## src/rtl/mux_pkg.sv

```systemverilog
// Shared definitions for the round-robin arbiters on the 16-lane datapath.
package mux_pkg;

    localparam int NREQ  = 16;
    localparam int SEL_W = 4;

    typedef enum logic {
        IDLE = 1'b0,
        SEND = 1'b1
    } state_t;

    function automatic logic [NREQ-1:0] onehot(input logic [SEL_W-1:0] idx);
        onehot      = '0;
        onehot[idx] = 1'b1;
    endfunction

endpackage

```

## src/rtl/mux_n.sv

```systemverilog
// 16:1 lane selector with a 4-bit select; purely combinational.
module mux_n
    import mux_pkg::*;
#(
    parameter int DW = 4
) (
    input  logic [SEL_W-1:0]   sel,
    input  logic [NREQ*DW-1:0] din,
    output logic [DW-1:0]      dout
);

    logic [DW-1:0] lane [NREQ];

    generate
        for (genvar gi = 0; gi < NREQ; gi++) begin : g_lane
            assign lane[gi] = din[DW*gi +: DW];
        end
    endgenerate

    assign dout = lane[sel];

endmodule

```

## src/rtl/mux_rr_sched.sv

```systemverilog
// Round-robin scheduler: captures one requester lane per grant and holds it
// until the consumer accepts, re-arbitrating on the accept cycle.
module mux_rr_sched
    import mux_pkg::*;
#(
    parameter int DW = 4
) (
    input  logic               clk,
    input  logic               rst,
    input  logic [NREQ-1:0]    req,
    input  logic [NREQ*DW-1:0] din,
    output logic [NREQ-1:0]    gnt,
    output logic               out_valid,
    input  logic               out_ready,
    output logic [DW-1:0]      out_data,
    output logic [SEL_W-1:0]   out_src,
    output logic               busy
);

    state_t             state_reg;
    logic [SEL_W-1:0]   ptr_reg;
    logic [NREQ-1:0]    gnt_reg;
    logic               out_valid_reg;
    logic [DW-1:0]      out_data_reg;
    logic [SEL_W-1:0]   out_src_reg;

    logic               accept;
    logic               arb;
    logic [SEL_W-1:0]   base;
    logic [SEL_W-1:0]   start;
    logic [2*NREQ-1:0]  dbl;
    logic [NREQ-1:0]    rot;
    logic [SEL_W-1:0]   off;
    logic [SEL_W-1:0]   winner;
    logic [DW-1:0]      lane_data;

    assign accept = out_valid_reg && out_ready;

    // On an accept the new pointer is the word just delivered, so scan from there.
    assign base  = (state_reg == SEND) ? out_src_reg : ptr_reg;
    assign start = base + 1'b1;
    assign dbl   = {req, req};
    assign rot   = dbl[start +: NREQ];

    always_comb begin
        off = '0;
        for (int i = NREQ - 1; i >= 0; i--) begin
            if (rot[i]) begin
                off = SEL_W'(i);
            end
        end
    end

    assign winner = start + off;

    always_comb begin
        arb = 1'b0;
        if (state_reg == IDLE) begin
            arb = |req;
        end else begin
            arb = accept && |(req & ~onehot(out_src_reg));
        end
    end

    mux_n #(.DW(DW)) u_mux (
        .sel  (winner),
        .din  (din),
        .dout (lane_data)
    );

    always_ff @(posedge clk) begin
        if (rst) begin
            state_reg     <= IDLE;
            ptr_reg       <= 4'd15;
            gnt_reg       <= '0;
            out_valid_reg <= 1'b0;
            out_data_reg  <= '0;
            out_src_reg   <= '0;
        end else begin
            gnt_reg <= arb ? onehot(winner) : '0;
            if (accept) begin
                ptr_reg <= out_src_reg;
            end
            if (arb) begin
                state_reg     <= SEND;
                out_valid_reg <= 1'b1;
                out_data_reg  <= lane_data;
                out_src_reg   <= winner;
            end else if ((state_reg == SEND) && accept) begin
                state_reg     <= IDLE;
                out_valid_reg <= 1'b0;
            end
        end
    end

    assign gnt       = gnt_reg;
    assign out_valid = out_valid_reg;
    assign out_data  = out_data_reg;
    assign out_src   = out_src_reg;
    assign busy      = (state_reg == SEND);

endmodule

```

## config.mk

```make
export PLATFORM = sky130hd
export DESIGN_NAME = mux_rr_sched
export DESIGN_NICKNAME = d
export VERILOG_FILES = /design/src/rtl/mux_pkg.sv /design/src/rtl/mux_n.sv /design/src/rtl/mux_rr_sched.sv
export SDC_FILE = /design/constraint.sdc
export NUM_CORES = 1
export LEC_CHECK = 0
export ABC_AREA = 1
export CAP_MARGIN = 20
export CORE_MARGIN = 1
export CORE_UTILIZATION = 42
export DETAILED_ROUTE_END_ITERATION = 12
export PLACE_DENSITY = 0.74
export RECOVER_POWER = 100
export SYNTH_ARGS = -nofsm -noshare
export SYNTH_HDL_FRONTEND = slang
export SYNTH_HIERARCHICAL = 1
export SYNTH_SLANG_ARGS = --single-unit
```

## constraint.sdc

```tcl
create_clock -name clk -period 5.2 [get_ports clk]
set_clock_uncertainty 0.2 [all_clocks]
set_input_delay 1.56 -clock clk [delete_from_list [all_inputs] [get_ports clk]]
set_output_delay 1.56 -clock clk [all_outputs]
set_load 0.01 [all_outputs]
```

==> results of run 1 <==
-- cell families (layout without fill, tap and decap cells) --
family,after synthesis,count (layout),synth area share
compound gates,58,58,0.0991
xor+xnor,2,2,0.00524
fa+ha+maj,5,5,0.0209
buf+inv,128,242,0.177
flops,29,29,0.174
simple gates,399,399,0.524
-- timing repair --
action                                  4_1_cts  5_1_grt
resized for setup                             0        8
buffers inserted                              0        1
endpoints found under the setup margin        0        4
hold endpoints to repair                      0        0
-- layer usage --
metal | up-vias | wire length [um] | GRT usage
li1 | 2182 | - | -
met1 | 1894 | 5100 | 0.380
met2 | 147 | 4950 | 0.406
met3 | 4 | 655 | 0.0402
met4 | 0 | 27 | 0.0265
met5 | - | 0 | 0
-- worst max-delay path: cells and delay by family --
kind	cells	cell delay, ns
AND/OR/NAND/NOR	23	1.51
buffers and inverters	3	0.70
AO/OA/AOI/OAI	2	0.24
adder cells (fa/ha/maj)	2	0.83
-- where the power goes --
| part | internal [mW] | leakage [nW] | total, mW | switching, mW |
|---|---|---|---|---|
| Sequential | 0.285 | 0.237 | 0.330 | 0.0457 |
| Combinational | 0.968 | 2.22 | 2.52 | 1.55 |
| Clock | 0.0922 | 0.0439 | 0.182 | 0.0902 |
-- cells in the mapped netlist (4+ instances only) --
cell and number:
sky130_fd_sc_hd__dfxtp_1 29, sky130_fd_sc_hd__buf_6 7, sky130_fd_sc_hd__nand4_1 9, sky130_fd_sc_hd__ha_1 4, sky130_fd_sc_hd__o21ai_0 17, sky130_fd_sc_hd__o21ai_2 4, sky130_fd_sc_hd__nand2_1 205, sky130_fd_sc_hd__o21ai_1 14
sky130_fd_sc_hd__nor2_1 45, sky130_fd_sc_hd__nand2_2 10, sky130_fd_sc_hd__buf_4 10, sky130_fd_sc_hd__nand2_4 4, sky130_fd_sc_hd__a21oi_1 15, sky130_fd_sc_hd__buf_2 8, sky130_fd_sc_hd__inv_1 94, sky130_fd_sc_hd__nand3_1 117
-- per-stage QoR --
step / hold slack (ns) / setup slack [ns] / std cells / utilization
after global routing: 0.320 / -0.0115 / 837 / 0.603
after floorplan: 0.242 / 0.526 / 621 / -
after global placement: 0.263 / -0.0199 / 828 / 0.590
final: 0.288 / 0.308 / 837 / 0.603
after CTS: 0.283 / 0.205 / 836 / 0.601
after detailed placement: 0.266 / -0.0837 / 828 / 0.590
-- worst min path at each step --
stage,startpoint,end,depth (start not counted)
floorplan,ptr_reg[1],ptr_reg[1],2
global placement,ptr_reg[3],ptr_reg[3],2
detailed placement,ptr_reg[3],ptr_reg[3],2
CTS,ptr_reg[3],ptr_reg[3],2
global route,ptr_reg[3],ptr_reg[3],2
finish,ptr_reg[3],ptr_reg[3],2
-- cell type report --
type / instances / area share
sequential: 29 / 0.125
clock inverter: 3 / 0.00376
tap: 102 / 0.0274
clock buffer: 5 / 0.0148
multi-input combinational: 464 / 0.470
timing repair buffer: 133 / 0.276
inverter: 101 / 0.0840
==> results.md, run 1 <==
Status:
- The run finished with clean final reports.

Route:
- For this block, the via count after detailed routing is 4227.
- The first routing iteration left 283 violations.
- After detailed routing, the number of vias per cell comes to 5.05.
- The routed design has 10700 um of wire.
- The number of optimization iterations in the first detailed-route pass is 4.
- For this run, design rule violations remaining after detail routing come to 0.
- In this run the remaining antenna-violating nets after routing total 0.
- The detail-routed net length per standard cell is 12.8 um.

Run:
- The max-capacitance violation count is 0.

Worst setup path:
- The setup slack on the worst flop-to-flop path is 0.53 ns.
- The highest cell delay on the worst timing path is 0.61 ns.
- The capture point of the worst reg-to-reg path is out_data[1].
- Counting cells, the worst reg-to-reg path comes to 32.
- The critical path in this run is classified as in -> reg.
- Among the stages of the critical path, the cell type that occurs most often is sky130_fd_sc_hd__nand2_1.
- The critical path starts at req[5].
- The worst register-to-register path begins at out_valid.
- The end of the critical path is out_data[1].
- The critical path data required time is 5.17 ns.
- Along the worst path, the maximum fanout reaches 16.
- STA classifies the critical path endpoint as a flop.
- The worst setup path is launched from an input port.
- The cell at the slowest stage of the critical path is sky130_fd_sc_hd__fa_2.
- The arrival time at the worst endpoint is 4.86 ns.

Clocking:
- The cts-stage hold buffer count is 0.
- The CTS tree is done.
- The H-tree was split into 2 levels.
- For the worst-skew pair, the clock arrives at the later sink with an insertion delay of 0.28 ns.
- The clock net sink count is 29.
- Counting the buffers created by CTS gives 5.
- Clock tree synthesis selected as its root buffer the cell sky130_fd_sc_hd__clkbuf_8.
- The clock edge transition at the registers on the reported setup and hold paths is 0.06 ns.
- The buffer depth of the longest clock path is 2.

Logic synthesis:
- The proportion of netlist area held by the largest area contributor is 0.230.
- Synthesis inferred 29 register bits.
- sky130_fd_sc_hd__nand2_1 takes more of the synthesized area than any other cell.
- After synthesis, the share of flip-flops with an asynchronous set or reset is 0.
- For this run, the number of Yosys warnings is 6.
- In the synthesized netlist, the number of instances is 621.
- The synthesized area per cell is 5.39 um^2.
- Yosys attributes the largest share of cell area to sky130_fd_sc_hd__nand2_1 23%, sky130_fd_sc_hd__nand3_1 18%, sky130_fd_sc_hd__dfxtp_1 17%, sky130_fd_sc_hd__inv_1 11%, sky130_fd_sc_hd__nor2_1 5.0%.
- For this run, the leading register cell type out of synthesis is sky130_fd_sc_hd__dfxtp_1.
- The mapped netlist covers 3350 um^2.
- Of the synthesized area, sequential elements account for 0.174.
- The number of flops mapped to enable cells by yosys is 0.
- Synthesis instantiated 36 different standard cells from the library.
- The number of nets handed over by synthesis was 709.

Floorplanning:
- After floorplanning, the core was sized to cover 7730 um^2.
- The area enclosed by the die boundary is 8330 um^2.
- The effective utilization at floorplan is 0.433.
- The floorplan has 32 rows.
- The die width is 91.3 um.
- The count of boundary I/O pins is 109.
- The die outline height is 91.3 um.

Global route:
- The wire length of the first global-routing pass is 17700 um.
- The initial antenna violation count is 0.
- The global-route congestion overflow total is 0.
- Entering global routing, the biggest net connects 33 pins.
- The total global routing track utilization is 0.258.
- The via count of the first global-routing pass was 3763.

Timing:
- Derived from the worst setup path, the maximum achievable clock frequency is 204 MHz.
- The count of final hold-check violations is 0.
- Of the available clock period, the critical path in the final layout requires 0.941.
- The number of pins with negative max-slew slack in the final report was 0.
- The actual slew at the worst max-slew pin is 0.664 ns.
- For the finished layout, the period the worst path requires is 4.89 ns.
- Setup violations remaining at the end of the flow were counted as 0.
- For the final routed database, the setup TNS stands at 0 ns.
- Measured against its own limit, the worst slew margin works out to 0.556.

Cells and area:
- Of the cells placed in the final design, the portion with a size suffix greater than 1 is 0.0952.
- In the layout the commonest cells are 206 x sky130_fd_sc_hd__nand2_1, 116 x sky130_fd_sc_hd__nand3_1, 93 x sky130_fd_sc_hd__inv_1, 81 x sky130_fd_sc_hd__clkdlybuf4s50_1, 43 x sky130_fd_sc_hd__nor2_1.
- The most common cell after layout, fill and taps aside is sky130_fd_sc_hd__nand2_1.
- The diode insertion count for antenna repair is 0.
- The area occupied by registers is 581 um^2.
- In the final layout, the multi-input gates occupy 2190 um^2.
- The final non-filler cell area is 4660 um^2.
- The count of filler cells inserted in the layout is 777.
- The final layout contains 822 nets.
- The register with the most flip-flops in the layout has 16 of them.
- The post-synthesis to final-layout area growth is 39.3%.

Power and ir drop:
- The cell area power density is 651 nW/um^2.
- The leakage power figure is 2.50 nW.
- The maximum ir drop on the vdd rail is 0.000440 V.
- The overall power is 3.03 mW.

Placement:
- The final weighted congestion in routability-driven placement is 0.926.
- The count of port buffers added during placement is 108.
- Summing all placed instances gives a cell area of 4560 um^2.
- Summed over all nets, the half-perimeter wirelength after detailed placement is 8840 um.

Hold path:
- The worst hold path belongs to the class reg -> reg.
No activity file was read; power rests on OpenSTA's default activity.
==> run 2: changes to the inputs <==
--- a/config.mk
+++ b/config.mk
@@ -12,6 +12,7 @@
 export DETAILED_ROUTE_END_ITERATION = 12
 export PLACE_DENSITY = 0.74
 export RECOVER_POWER = 100
+export SETUP_SLACK_MARGIN = 0.3
 export SYNTH_ARGS = -nofsm -noshare
 export SYNTH_HDL_FRONTEND = slang
 export SYNTH_HIERARCHICAL = 1
==> run 2 against run 1 <==
  * Non-clock buffer count grew 5
  * Core utilization rose by 3.6 points
  * Register-to-register slack worse by 0.05 ns
  * Sequential share of layout area is 0.70 points lower
  * Combinational power grew 12%
  * Worst hold slack about the same
  * Count of clock-buffer cells in the layout did not move
  * Largest cell class unchanged
  * Largest power group unchanged
==> results.md, run 2 (synthesis results as in run 1) <==
Floorplanning:
- The cell row count is 32 (unchanged).
- The effective utilization at floorplan came to 0.433 (unchanged).
- The count of boundary I/O pins is 109 (unchanged).
- The die outline height is 91.3 um (unchanged).
- The area enclosed by the die boundary is 8330 um^2 (unchanged).
- The die width is 91.3 um (unchanged).
- The standard cell core area is 7730 um^2 (unchanged).

Clocking:
- The clock latency of the later-clocked register in the worst-skew pair was 0.28 ns (about the same).
- The CTS tree is done (unchanged).
- The root buffer cell is sky130_fd_sc_hd__clkbuf_8 (unchanged).
- The clock buffer count from CTS is 5 (unchanged).
- The buffer depth of the longest clock path was 2 (unchanged).
- The H-tree depth is 2 (unchanged).
- The clock edge transition at the registers on the reported setup and hold paths was 0.06 ns (about the same).
- The clock net sink count is 29 (unchanged).

Placement:
- The final weighted congestion in routability-driven placement is 0.926 (unchanged).
- The pre-CTS setup slack is -0.0837 ns (unchanged).
- The HPWL reported at the end of detailed placement is 8840 um (unchanged).
- The count of port buffers added during placement is 108 (unchanged).

Cells and area:
- The layout cell share with drive strength beyond 1 is 0.158 (was 0.0952).
- The number of flip-flops under the largest register name was 16 (unchanged).
- The count of filler cells inserted in the layout came to 747 (was 777).
- The diode insertion count for antenna repair came to 0 (unchanged).
- Top library cells by usage in the layout, fill and taps aside: 200 x sky130_fd_sc_hd__nand2_1, 93 x sky130_fd_sc_hd__nand3_1, 86 x sky130_fd_sc_hd__inv_1, 65 x sky130_fd_sc_hd__clkdlybuf4s50_1, 41 x sky130_fd_sc_hd__nor2_1 (was 206 x sky130_fd_sc_hd__nand2_1, 116 x sky130_fd_sc_hd__nand3_1, 93 x sky130_fd_sc_hd__inv_1, 81 x sky130_fd_sc_hd__clkdlybuf4s50_1, 43 x sky130_fd_sc_hd__nor2_1).
- The post-synthesis to final-layout area growth is 47.6% (was 39.3%).
- The final-stage net count is 828 (was 822).
- The most common cell after layout, fill and taps aside is sky130_fd_sc_hd__nand2_1 (unchanged).
- The area occupied by registers is 581 um^2 (unchanged).
- The multi-input combinational cell area is 2340 um^2 (was 2190 um^2).

Power and ir drop:
- The part of the power in registers came to 0.099 (was 0.109).
- The net switching fraction of the power is 0.542 (was 0.557).
- The internal portion of total power is 1.53 mW (was 1.35 mW).
- The switching component of the power is 1.81 mW (was 1.69 mW).
- The combinational share of power came to 0.846 (was 0.831).
- The leakage power figure is 2.73 nW (was 2.50 nW).
- The maximum ir drop on the vdd rail is 0.000419 V (was 0.000440 V).
- The share of power burned in the clock network is 0.055 (was 0.060).
- The cell area power density came to 677 nW/um^2 (was 651 nW/um^2).

Status:
- Outcome: finished clean (unchanged).

Worst setup path:
- The arrival time at the worst endpoint is 4.69 ns (was 4.86 ns).
- The end of the critical path is out_data[1] (unchanged).
- The critical path endpoint category is a flop (unchanged).
- The cell seen most often among critical-path stages is sky130_fd_sc_hd__nand2_1 (unchanged).
- The capture point of the worst reg-to-reg path is out_data[1] (unchanged).
- The setup slack on the worst flop-to-flop path is 0.48 ns (was 0.53 ns).
- The biggest fanout along the worst timing path was 13 (was 16).
- The source of the critical timing path is out_valid (was req[5]).
- The critical path data required time came to 5.17 ns (about the same).
- The highest cell delay on the worst timing path is 0.56 ns (was 0.61 ns).
- The cell depth of the worst flop-to-flop path is 34 (was 32).
- The category of the most critical setup path is reg -> reg (was in -> reg).
- The critical register-to-register path startpoint is out_valid (unchanged).
- The cell at the slowest stage of the critical path was sky130_fd_sc_hd__fa_2 (unchanged).
- The nature of the critical path startpoint is a flop (was input port).

Global route:
- The wire length of the first global-routing pass is 17700 um (unchanged).
- The initial antenna violation count is 0 (unchanged).
- The largest net degree at the start of global routing was 33 (unchanged).
- The via count of the first global-routing pass is 3765 (was 3763).
- The global-route congestion overflow total came to 0 (unchanged).
- The total global routing track utilization was 0.258 (unchanged).

Timing:
- The upper clock frequency limit was 212 MHz (was 204 MHz).
- The actual slew at the worst max-slew pin is 0.523 ns (was 0.664 ns).
- The count of final hold-check violations is 0 (unchanged).
- The relative slew slack is 0.651 (was 0.556).
- The final worst slack is 0.479 ns (was 0.308 ns).
- The final worst-path cycle share came to 0.908 (was 0.941).
- The final sum of negative setup slack is 0 ns (unchanged).
- Setup repair after global routing left no endpoint under its margin.
- The total of endpoints with negative setup slack in the final report is 0 (unchanged).
- The minimum period implied by the final worst setup slack is 4.72 ns (was 4.89 ns).
- The number of pins with negative max-slew slack in the final report is 0 (unchanged).

Route:
- The number of optimization iterations in the first detailed-route pass came to 5 (was 4).
- The detail-routed net length per standard cell is 13.3 um (was 12.8 um).
- The via count of the routed design is 4343 (was 4227).
- The final antenna-violating net count is 0 (unchanged).
- The vias per cell was 5.15 (was 5.05).
- The overall routed net length is 11200 um (was 10700 um).
- The final routed DRC violation total is 0 (unchanged).
- The number of DRC violations after detailed-routing iteration 0 is 289 (was 283).

Hold path:
- The number of cells on the worst hold path is 2 (unchanged).
- The path class of the lowest-slack min-delay path is reg -> reg (unchanged).

Run:
- The max-capacitance violation count is 0 (unchanged).
[run 2: area by class of cell]
| type | count | area share |
|---|---|---|
| Timing Repair inverter | 1 | 0.00127 |
| Timing Repair Buffer | 138 | 0.284 |
| Clock buffer | 5 | 0.0139 |
| Sequential cell | 29 | 0.118 |
| Inverter | 101 | 0.0805 |
| Clock inverter | 3 | 0.00355 |
| Tap cell | 102 | 0.0258 |
| Multi-Input combinational cell | 464 | 0.473 |
[run 2: worst min-delay path by stage]
stage / from / endpoint
3_3_place_gp: ptr_reg[3] / ptr_reg[3]
6_report: ptr_reg[3] / ptr_reg[3]
4_1_cts: ptr_reg[3] / ptr_reg[3]
2_1_floorplan: ptr_reg[1] / ptr_reg[1]
5_1_grt: ptr_reg[3] / ptr_reg[3]
3_5_place_dp: ptr_reg[3] / ptr_reg[3]
[run 2: power by group through the flow]
| stage | Clock [mW] | Combinational (mW) | Sequential [mW] |
|---|---|---|---|
| 4_1_cts | 0.186 | 2.51 | 0.334 |
| 6_report | 0.183 | 2.83 | 0.330 |
| 5_1_grt | 0.198 | 3.10 | 0.338 |
| 2_1_floorplan | 0 | 1.84 | 0.353 |
| 3_5_place_dp | 0 | 2.49 | 0.337 |
| 3_3_place_gp | 0 | 2.45 | 0.340 |
[run 2: metal layers]
layer  GRT usage  up-vias  wire length [um]
li1            -     2203                 -
met1       0.379     1967              5180
met2       0.407      164              5220
met3      0.0402        9               749
met4      0.0265        0                70
met5           0        -                 0
[run 2: critical path: cells and delay by family (launching register included)]
kind,cells,cell delay [ns]
AO/OA/AOI/OAI,1,0.12
adder cells (fa/ha/maj),3,0.98
buffers and inverters,4,0.70
flip-flops,1,0.48
AND/OR/NAND/NOR,26,2.15
[run 2: repair_timing]
item	CTS	global route
hold buffers	0	0
pin swaps	0	13
gates resized for setup	3	66
cloned	0	2
setup buffers	0	5
setup endpoints to repair	4	22
[run 2: per-stage QoR]
step           hold WS [ns]  std cells  utilization  total power, mW  area, um^2
4_1_cts               0.283        836        0.601             3.03        4650
3_3_place_gp          0.263        828        0.590             2.80        4560
5_1_grt               0.320        843        0.639             3.64        4940
3_5_place_dp          0.266        828        0.590             2.82        4560
6_report              0.288        843        0.639             3.34        4940
2_1_floorplan         0.242        621            -             2.19        3350
==> run 3: changes to the inputs <==
--- a/config.mk
+++ b/config.mk
@@ -6,7 +6,6 @@
 export NUM_CORES = 1
 export LEC_CHECK = 0
 export ABC_AREA = 1
-export CAP_MARGIN = 20
 export CORE_MARGIN = 1
 export CORE_UTILIZATION = 42
 export DETAILED_ROUTE_END_ITERATION = 12
==> results of run 3 <==
The final DEF is identical to that of run 2; final timing and power are the same.
